$ cat config.mk
export PLATFORM = sky130hd
export DESIGN_NAME = apb_master_flat
export DESIGN_NICKNAME = d
export VERILOG_FILES = /design/src/rtl/apb_master_if.sv /design/src/rtl/apb_master.sv /design/src/flat_wrapper.sv
export SDC_FILE = /design/constraint.sdc
export NUM_CORES = 1
export LEC_CHECK = 0
export ABC_CLOCK_PERIOD_IN_PS = 4100
export BUFFER_PORTS_ARGS = -buffer_cell sky130_fd_sc_hd__clkbuf_2
export CAP_MARGIN = 30
export CORE_ASPECT_RATIO = 1.4
export CORE_UTILIZATION = 30
export CTS_BUF_LIST = sky130_fd_sc_hd__clkbuf_16
export DETAILED_ROUTE_END_ITERATION = 8
export PLACE_DENSITY = 0.66
export RECOVER_POWER = 100
export REMOVE_ABC_BUFFERS = 1
export SETUP_SLACK_MARGIN = 0.15
export SLEW_MARGIN = 20
export SYNTH_ARGS = -nofsm -noshare
export SYNTH_HDL_FRONTEND = slang
export SYNTH_SLANG_ARGS = --single-unit
$ cat constraint.sdc
create_clock -name PCLK -period 4.1 [get_ports PCLK]
set_clock_uncertainty 0.1 [all_clocks]
set_input_delay 0.41 -clock PCLK [delete_from_list [all_inputs] [get_ports PCLK]]
set_output_delay 0.41 -clock PCLK [all_outputs]
set_load 0.05 [all_outputs]
$ cat src/rtl/apb_master_if.sv
// APB3 bus bundle between the master and its four slaves.
// Each slave has its own PRDATA/PREADY return path.
interface apb_master_if;
  logic [31:0] PADDR;
  logic [31:0] PWDATA;
  logic        PWRITE;
  logic        PENABLE;
  logic [3:0]  PSEL;
  logic [31:0] PRDATA0;
  logic [31:0] PRDATA1;
  logic [31:0] PRDATA2;
  logic [31:0] PRDATA3;
  logic        PREADY0;
  logic        PREADY1;
  logic        PREADY2;
  logic        PREADY3;

  modport master (
    output PADDR, PWDATA, PWRITE, PENABLE, PSEL,
    input  PRDATA0, PRDATA1, PRDATA2, PRDATA3,
    input  PREADY0, PREADY1, PREADY2, PREADY3
  );

  modport slave (
    input  PADDR, PWDATA, PWRITE, PENABLE, PSEL,
    output PRDATA0, PRDATA1, PRDATA2, PRDATA3,
    output PREADY0, PREADY1, PREADY2, PREADY3
  );
endinterface

$ cat src/rtl/apb_master.sv
// APB3 master: turns a one-cycle CPU request into a SETUP/ACCESS transfer
// to one of four decoded slaves, with a wait-state timeout abort.
module apb_master #(
  parameter int unsigned TIMEOUT = 16,
  parameter logic [31:0] BASE    = 32'h1000_0000
) (
  input  logic        PCLK,
  input  logic        PRESET,
  input  logic        transfer,
  input  logic        write,
  input  logic [31:0] addr,
  input  logic [31:0] wdata,
  output logic [31:0] rdata,
  output logic        ready,
  output logic        err,
  apb_master_if.master apb
);

  localparam int unsigned CNT_W = $clog2(TIMEOUT) + 1;

  typedef enum logic [1:0] {
    IDLE   = 2'd0,
    SETUP  = 2'd1,
    ACCESS = 2'd2
  } state_t;

  state_t             state;
  logic [1:0]         idx;
  logic [CNT_W-1:0]   cnt;
  logic               sel_ready;
  logic [31:0]        sel_rdata;
  logic               mapped;

  // Only the selected slave's return path is ever looked at.
  always_comb begin
    sel_ready = 1'b0;
    sel_rdata = 32'h0;
    unique case (idx)
      2'd0: begin sel_ready = apb.PREADY0; sel_rdata = apb.PRDATA0; end
      2'd1: begin sel_ready = apb.PREADY1; sel_rdata = apb.PRDATA1; end
      2'd2: begin sel_ready = apb.PREADY2; sel_rdata = apb.PRDATA2; end
      default: begin sel_ready = apb.PREADY3; sel_rdata = apb.PRDATA3; end
    endcase
  end

  assign mapped = (addr[31:14] == BASE[31:14]);

  always_ff @(posedge PCLK or posedge PRESET) begin
    if (PRESET) begin
      state       <= IDLE;
      idx         <= 2'd0;
      cnt         <= '0;
      rdata       <= 32'h0;
      ready       <= 1'b0;
      err         <= 1'b0;
      apb.PADDR   <= 32'h0;
      apb.PWDATA  <= 32'h0;
      apb.PWRITE  <= 1'b0;
      apb.PENABLE <= 1'b0;
      apb.PSEL    <= 4'b0000;
    end else begin
      ready <= 1'b0;
      err   <= 1'b0;
      unique case (state)
        IDLE: begin
          if (transfer) begin
            apb.PADDR  <= addr;
            apb.PWDATA <= wdata;
            apb.PWRITE <= write;
            if (mapped) begin
              idx      <= addr[13:12];
              apb.PSEL <= 4'b0001 << addr[13:12];
              state    <= SETUP;
            end else begin
              // Unmapped: answer immediately with an error, bus stays quiet.
              ready <= 1'b1;
              err   <= 1'b1;
              rdata <= 32'h0;
            end
          end
        end

        SETUP: begin
          apb.PENABLE <= 1'b1;
          cnt         <= '0;
          state       <= ACCESS;
        end

        ACCESS: begin
          if (sel_ready) begin
            rdata       <= apb.PWRITE ? 32'h0 : sel_rdata;
            ready       <= 1'b1;
            apb.PSEL    <= 4'b0000;
            apb.PENABLE <= 1'b0;
            state       <= IDLE;
          end else if (cnt == CNT_W'(TIMEOUT - 1)) begin
            // ACCESS has now lasted TIMEOUT cycles without PREADY.
            rdata       <= 32'h0;
            ready       <= 1'b1;
            err         <= 1'b1;
            apb.PSEL    <= 4'b0000;
            apb.PENABLE <= 1'b0;
            state       <= IDLE;
          end else if (cnt != {CNT_W{1'b1}}) begin
            cnt <= cnt + CNT_W'(1);
          end
        end

        default: begin
          apb.PSEL    <= 4'b0000;
          apb.PENABLE <= 1'b0;
          state       <= IDLE;
        end
      endcase
    end
  end

endmodule

$ cat src/flat_wrapper.sv
// flat-port wrapper written by rule: the top's interface ports become plain ports
module apb_master_flat 
#(
  parameter int unsigned TIMEOUT = 16,
  parameter logic [31:0] BASE    = 32'h1000_0000
)
  (PCLK, PRESET, transfer, write, addr, wdata, rdata, ready, err, apb_PADDR, apb_PWDATA, apb_PWRITE, apb_PENABLE, apb_PSEL, apb_PRDATA0, apb_PRDATA1, apb_PRDATA2, apb_PRDATA3, apb_PREADY0, apb_PREADY1, apb_PREADY2, apb_PREADY3);
  apb_master_if apb_i ();
  input  logic PCLK;
  input  logic PRESET;
  input  logic transfer;
  input  logic write;
  input  logic [31:0] addr;
  input  logic [31:0] wdata;
  output logic [31:0] rdata;
  output logic ready;
  output logic err;
  output wire logic [$bits(apb_i.PADDR)-1:0] apb_PADDR;
  output wire logic [$bits(apb_i.PWDATA)-1:0] apb_PWDATA;
  output wire logic [$bits(apb_i.PWRITE)-1:0] apb_PWRITE;
  output wire logic [$bits(apb_i.PENABLE)-1:0] apb_PENABLE;
  output wire logic [$bits(apb_i.PSEL)-1:0] apb_PSEL;
  input wire logic [$bits(apb_i.PRDATA0)-1:0] apb_PRDATA0;
  input wire logic [$bits(apb_i.PRDATA1)-1:0] apb_PRDATA1;
  input wire logic [$bits(apb_i.PRDATA2)-1:0] apb_PRDATA2;
  input wire logic [$bits(apb_i.PRDATA3)-1:0] apb_PRDATA3;
  input wire logic [$bits(apb_i.PREADY0)-1:0] apb_PREADY0;
  input wire logic [$bits(apb_i.PREADY1)-1:0] apb_PREADY1;
  input wire logic [$bits(apb_i.PREADY2)-1:0] apb_PREADY2;
  input wire logic [$bits(apb_i.PREADY3)-1:0] apb_PREADY3;
  assign apb_PADDR = apb_i.PADDR;
  assign apb_PWDATA = apb_i.PWDATA;
  assign apb_PWRITE = apb_i.PWRITE;
  assign apb_PENABLE = apb_i.PENABLE;
  assign apb_PSEL = apb_i.PSEL;
  assign apb_i.PRDATA0 = apb_PRDATA0;
  assign apb_i.PRDATA1 = apb_PRDATA1;
  assign apb_i.PRDATA2 = apb_PRDATA2;
  assign apb_i.PRDATA3 = apb_PRDATA3;
  assign apb_i.PREADY0 = apb_PREADY0;
  assign apb_i.PREADY1 = apb_PREADY1;
  assign apb_i.PREADY2 = apb_PREADY2;
  assign apb_i.PREADY3 = apb_PREADY3;
  apb_master #(.TIMEOUT(TIMEOUT), .BASE(BASE)) u_core (.PCLK(PCLK), .PRESET(PRESET), .transfer(transfer), .write(write), .addr(addr), .wdata(wdata), .rdata(rdata), .ready(ready), .err(err), .apb(apb_i));
endmodule
==> summary.md <==
| Metric | Value |
|---|---|
| Outcome | finished with violations |
| Failing checks | capacitance limit, slew limit |
| Top-Level Pins | approximately 300 |
| GRT Overall Usage | roughly 18% |
| Residual DRC | 0 |
| Initial Utilization | between 30% and 40% |
| CTS tree | done |
| Final Cell Area | roughly 8000 um^2 |
| Synthesis-to-layout area growth | 37.9% |
| CP Launch Type | flop |
| Num CTS Buffers | 17 |
| Rows | 59 |
| H-tree depth | 4 |
| Vias per std cell | 4.71 |
| Pwr per Cell Area | 410 nW/um^2 |
| GPL Wtd Cong | 0.827 |
| F_max | about 0.32 GHz |
| First drt pass iteration count | 6 |
| Seq/Total Area, Yosys | between 50% and 60% |
| Slowest library cell on the worst path | and3b_1 |
| Pwr Total | between 3 and 4 mW |
| Max Cap Viol | 2 |
| CTS root buffer | clkbuf_16 |
| Switching Fraction | roughly 29% |
| Die width | 118 um |
| Share of the synthesized area in the top cell type | between 50% and 60% |
| Clk pin slew, worst setup/hold paths | ~0.06 ns |
| Syn avg cell area | roughly 10 um^2 |
| Die ar. | a little under 20000 um^2 |
| Main synth FF type | dfrtp_1 |
| RSZ-0062 raised after global routing | no |
| Clock sink count | between 100 and 150 |
| Via count | just over 5k |
| Layout cells sized above 1 | a little over a third |
| Initial antenna violation count | 0 |
| Crit end category | flop |
| Crit path buf inv count | 1 |
| Gate power share | around 17% |
| Ant diodes | 0 |
| Register share of total power | 38.1% |
| Post-route insts no fill | 1091 |
| Clock buffer depth | 2 |
| Tightest Pin Transition | ~1.9 ns |
| Maximum fanout along the worst path | 48 |
| Leakage power | between 3 and 4 nW |
| Worst path max stage delay | 1.47 ns |
| Post-synth cell types | 40 |
| Critical Path RT | 4.33 ns |
| Final hold violations | 0 |
| Vias in the first global route | between 5k and 6k |
| Largest cells by area after synthesis | dfrtp_1, nand2_1, mux4_2 |
| Clock latency on the worst-skew pair | about 0.40 ns |
| Gate Count Post-Synth | about 540 |
| Post-synth EDFFs | 0 |
| Final slew viol count | 68 |
| Yosys warns | 0 |
| Critical-path cell list | buf_4 > nor2b_1 > and3b_1 > a22oi_1 > o21ai_0 |
| Syn Std Cell Area | ~5600 um^2 |
| Final #Nets | just over 1k |
| Area post-placement | ~7300 um^2 |
| Clock group share of total power | between 40% and 50% |
| Largest net degree at the start of global routing | 69 |
| Crit Path Class | reg -> reg |
| Commonest cells after routing, fill and taps aside | nand2_1, clkbuf_2, dfrtp_1 |
| Final setup viols | 0 |
| Crit path max-delay family | simple AND/OR/NAND/NOR gates |
| Crit path DAT | around 3.4 ns |
| Slew HR | -24.8% |
| Cell count after placement | ~1.1k |
| Minimum clock period | 3.12 ns |
| First-pass GRT wire length | around 26000 um |
| Tightest Hold Check Type | in -> reg |
| Routed WL per cell | ~15 um |
| Final WL | between 15000 and 20000 um |
| Maximum VDD drop | approximately 0.26 mV |
| GRT overflow | 0 |
| Cell taking the most area after synthesis | dfrtp_1 |
| Buffers on Ports | 303 |
| Initial DRC Count | about 240 |
| Pint | 2.27 mW |
| Core area | roughly 19000 um^2 |
| Async S/R FF share, synth | between 90% and 100% |
| Die height | about 160 um |
| Final Cycle Share | 76.0% |
| Commonest non-fill, non-tap cell in the layout | nand2_1 |
| Psw | just over 0.9 mW |
| Synth Register Bits | around 110 |
| Setup_tns | 0 ns |
| HPWL Detailed | approximately 12000 um |
| Final ANT Viol Nets | 0 |
| Utilization after layout | approximately 42% |
==> final timing paths <==
kind / slack [ns] / end / cells after the start / startpoint
worst min-delay path: 0.09 / u_core.apb.PADDR[11]$_DFFE_PP0P_ / 3 / addr[11]
max in group asynchronous: 1.97 / u_core.apb.PADDR[24]$_DFFE_PP0P_ / 5 / PRESET
worst max register to register: 0.98 / u_core.rdata[29]$_DFFE_PP0P_ / 5 / u_core.state[0]$_DFFE_PP0P_
min in group asynchronous: 0.74 / u_core.apb.PWDATA[29]$_DFFE_PP0P_ / 3 / PRESET
worst max-delay path: 0.98 / u_core.rdata[29]$_DFFE_PP0P_ / 5 / u_core.state[0]$_DFFE_PP0P_
worst min register to register: 0.37 / u_core.apb.PWDATA[9]$_DFFE_PP0P_ / 2 / u_core.apb.PWDATA[9]$_DFFE_PP0P_
==> timing repair <==
action / in CTS / in global routing
endpoints found under the hold margin: 0 / 29
hold buffers: 0 / 1
setup endpoints to repair: 0 / 0
gates resized for setup: 0 / 0
setup buffers: 0 / 0
==> flip-flops by register name, summed over array words and instances, names as in the netlist, 2 cells and up <==
signal and cells:
u_core.apb.PADDR 32, u_core.apb.PSEL 4, u_core.apb.PWDATA 32, u_core.cnt 5, u_core.idx 2, u_core.rdata 32, u_core.state 2
==> power by group through the flow <==
stage               Combinational [mW]  Clock (mW)  Sequential (mW)
floorplan                        0.127           0             1.45
global placement                 0.549           0             1.23
detailed placement               0.555           0             1.24
CTS                              0.556        1.48             1.22
global route                     0.577        1.53             1.22
finish                           0.534        1.44             1.22
==> worst min-delay path: cells and delay by family <==
family / cells / cell delay, ns
and+or+nand+nor: 2 / 0.08
buffers and inverters: 1 / 0.07
==> per-layer routing <==
metal / wire, um / global-route usage [%] / up-vias / share of wire (%)
li1: - / - / 2455 / -
met1: 6570 / 20.0 / 2449 / 39
met2: 8770 / 30.7 / 206 / 52
met3: 1010 / 4.24 / 25 / 6.0
met4: 418 / 8.16 / 0 / 2.5
met5: 0 / 0 / - / 0
==> metrics by stage <==
stage | setup slack (ns) | hold slack (ns)
2_1_floorplan | 0.334 | 0.401
3_3_place_gp | 1.58 | 0.358
3_5_place_dp | 1.52 | 0.361
4_1_cts | 1.50 | 0.0725
5_1_grt | 0.718 | 0.0930
6_report | 0.984 | 0.0898
==> cells in the mapped netlist, types with 5 or more instances <==
| master | n |
|---|---|
| a22oi_2 | 30 |
| buf_2 | 6 |
| buf_6 | 5 |
| clkbuf_1 | 24 |
| dfrtp_1 | 113 |
| mux4_2 | 33 |
| nand2_1 | 235 |
| nand3_1 | 7 |
| o21ai_1 | 30 |
==> cells by family after synthesis <==
| logic type | after synthesis | share of synthesized area [%] |
|---|---|---|
| buffers and inverters | 42 | 3.59 |
| AO/OA/AOI/OAI | 78 | 11.8 |
| multiplexers | 40 | 14.5 |
| AND/OR/NAND/NOR | 267 | 19.4 |
| flip-flops | 113 | 50.1 |
| adder cells (fa/ha/maj) | 3 | 0.665 |
==> final cells by class <==
| type | count | area, um^2 |
|---|---|---|
| fill | 1918 | 10700 |
| inverter | 4 | 16.3 |
| tap | 244 | 305 |
| clock buffer | 17 | 425 |
| multi-input combinational | 388 | 2600 |
| sequential | 113 | 2830 |
| timing repair buffer | 312 | 1470 |
| clock inverter | 13 | 149 |
Note: power is estimated with default switching activity, not from simulation.
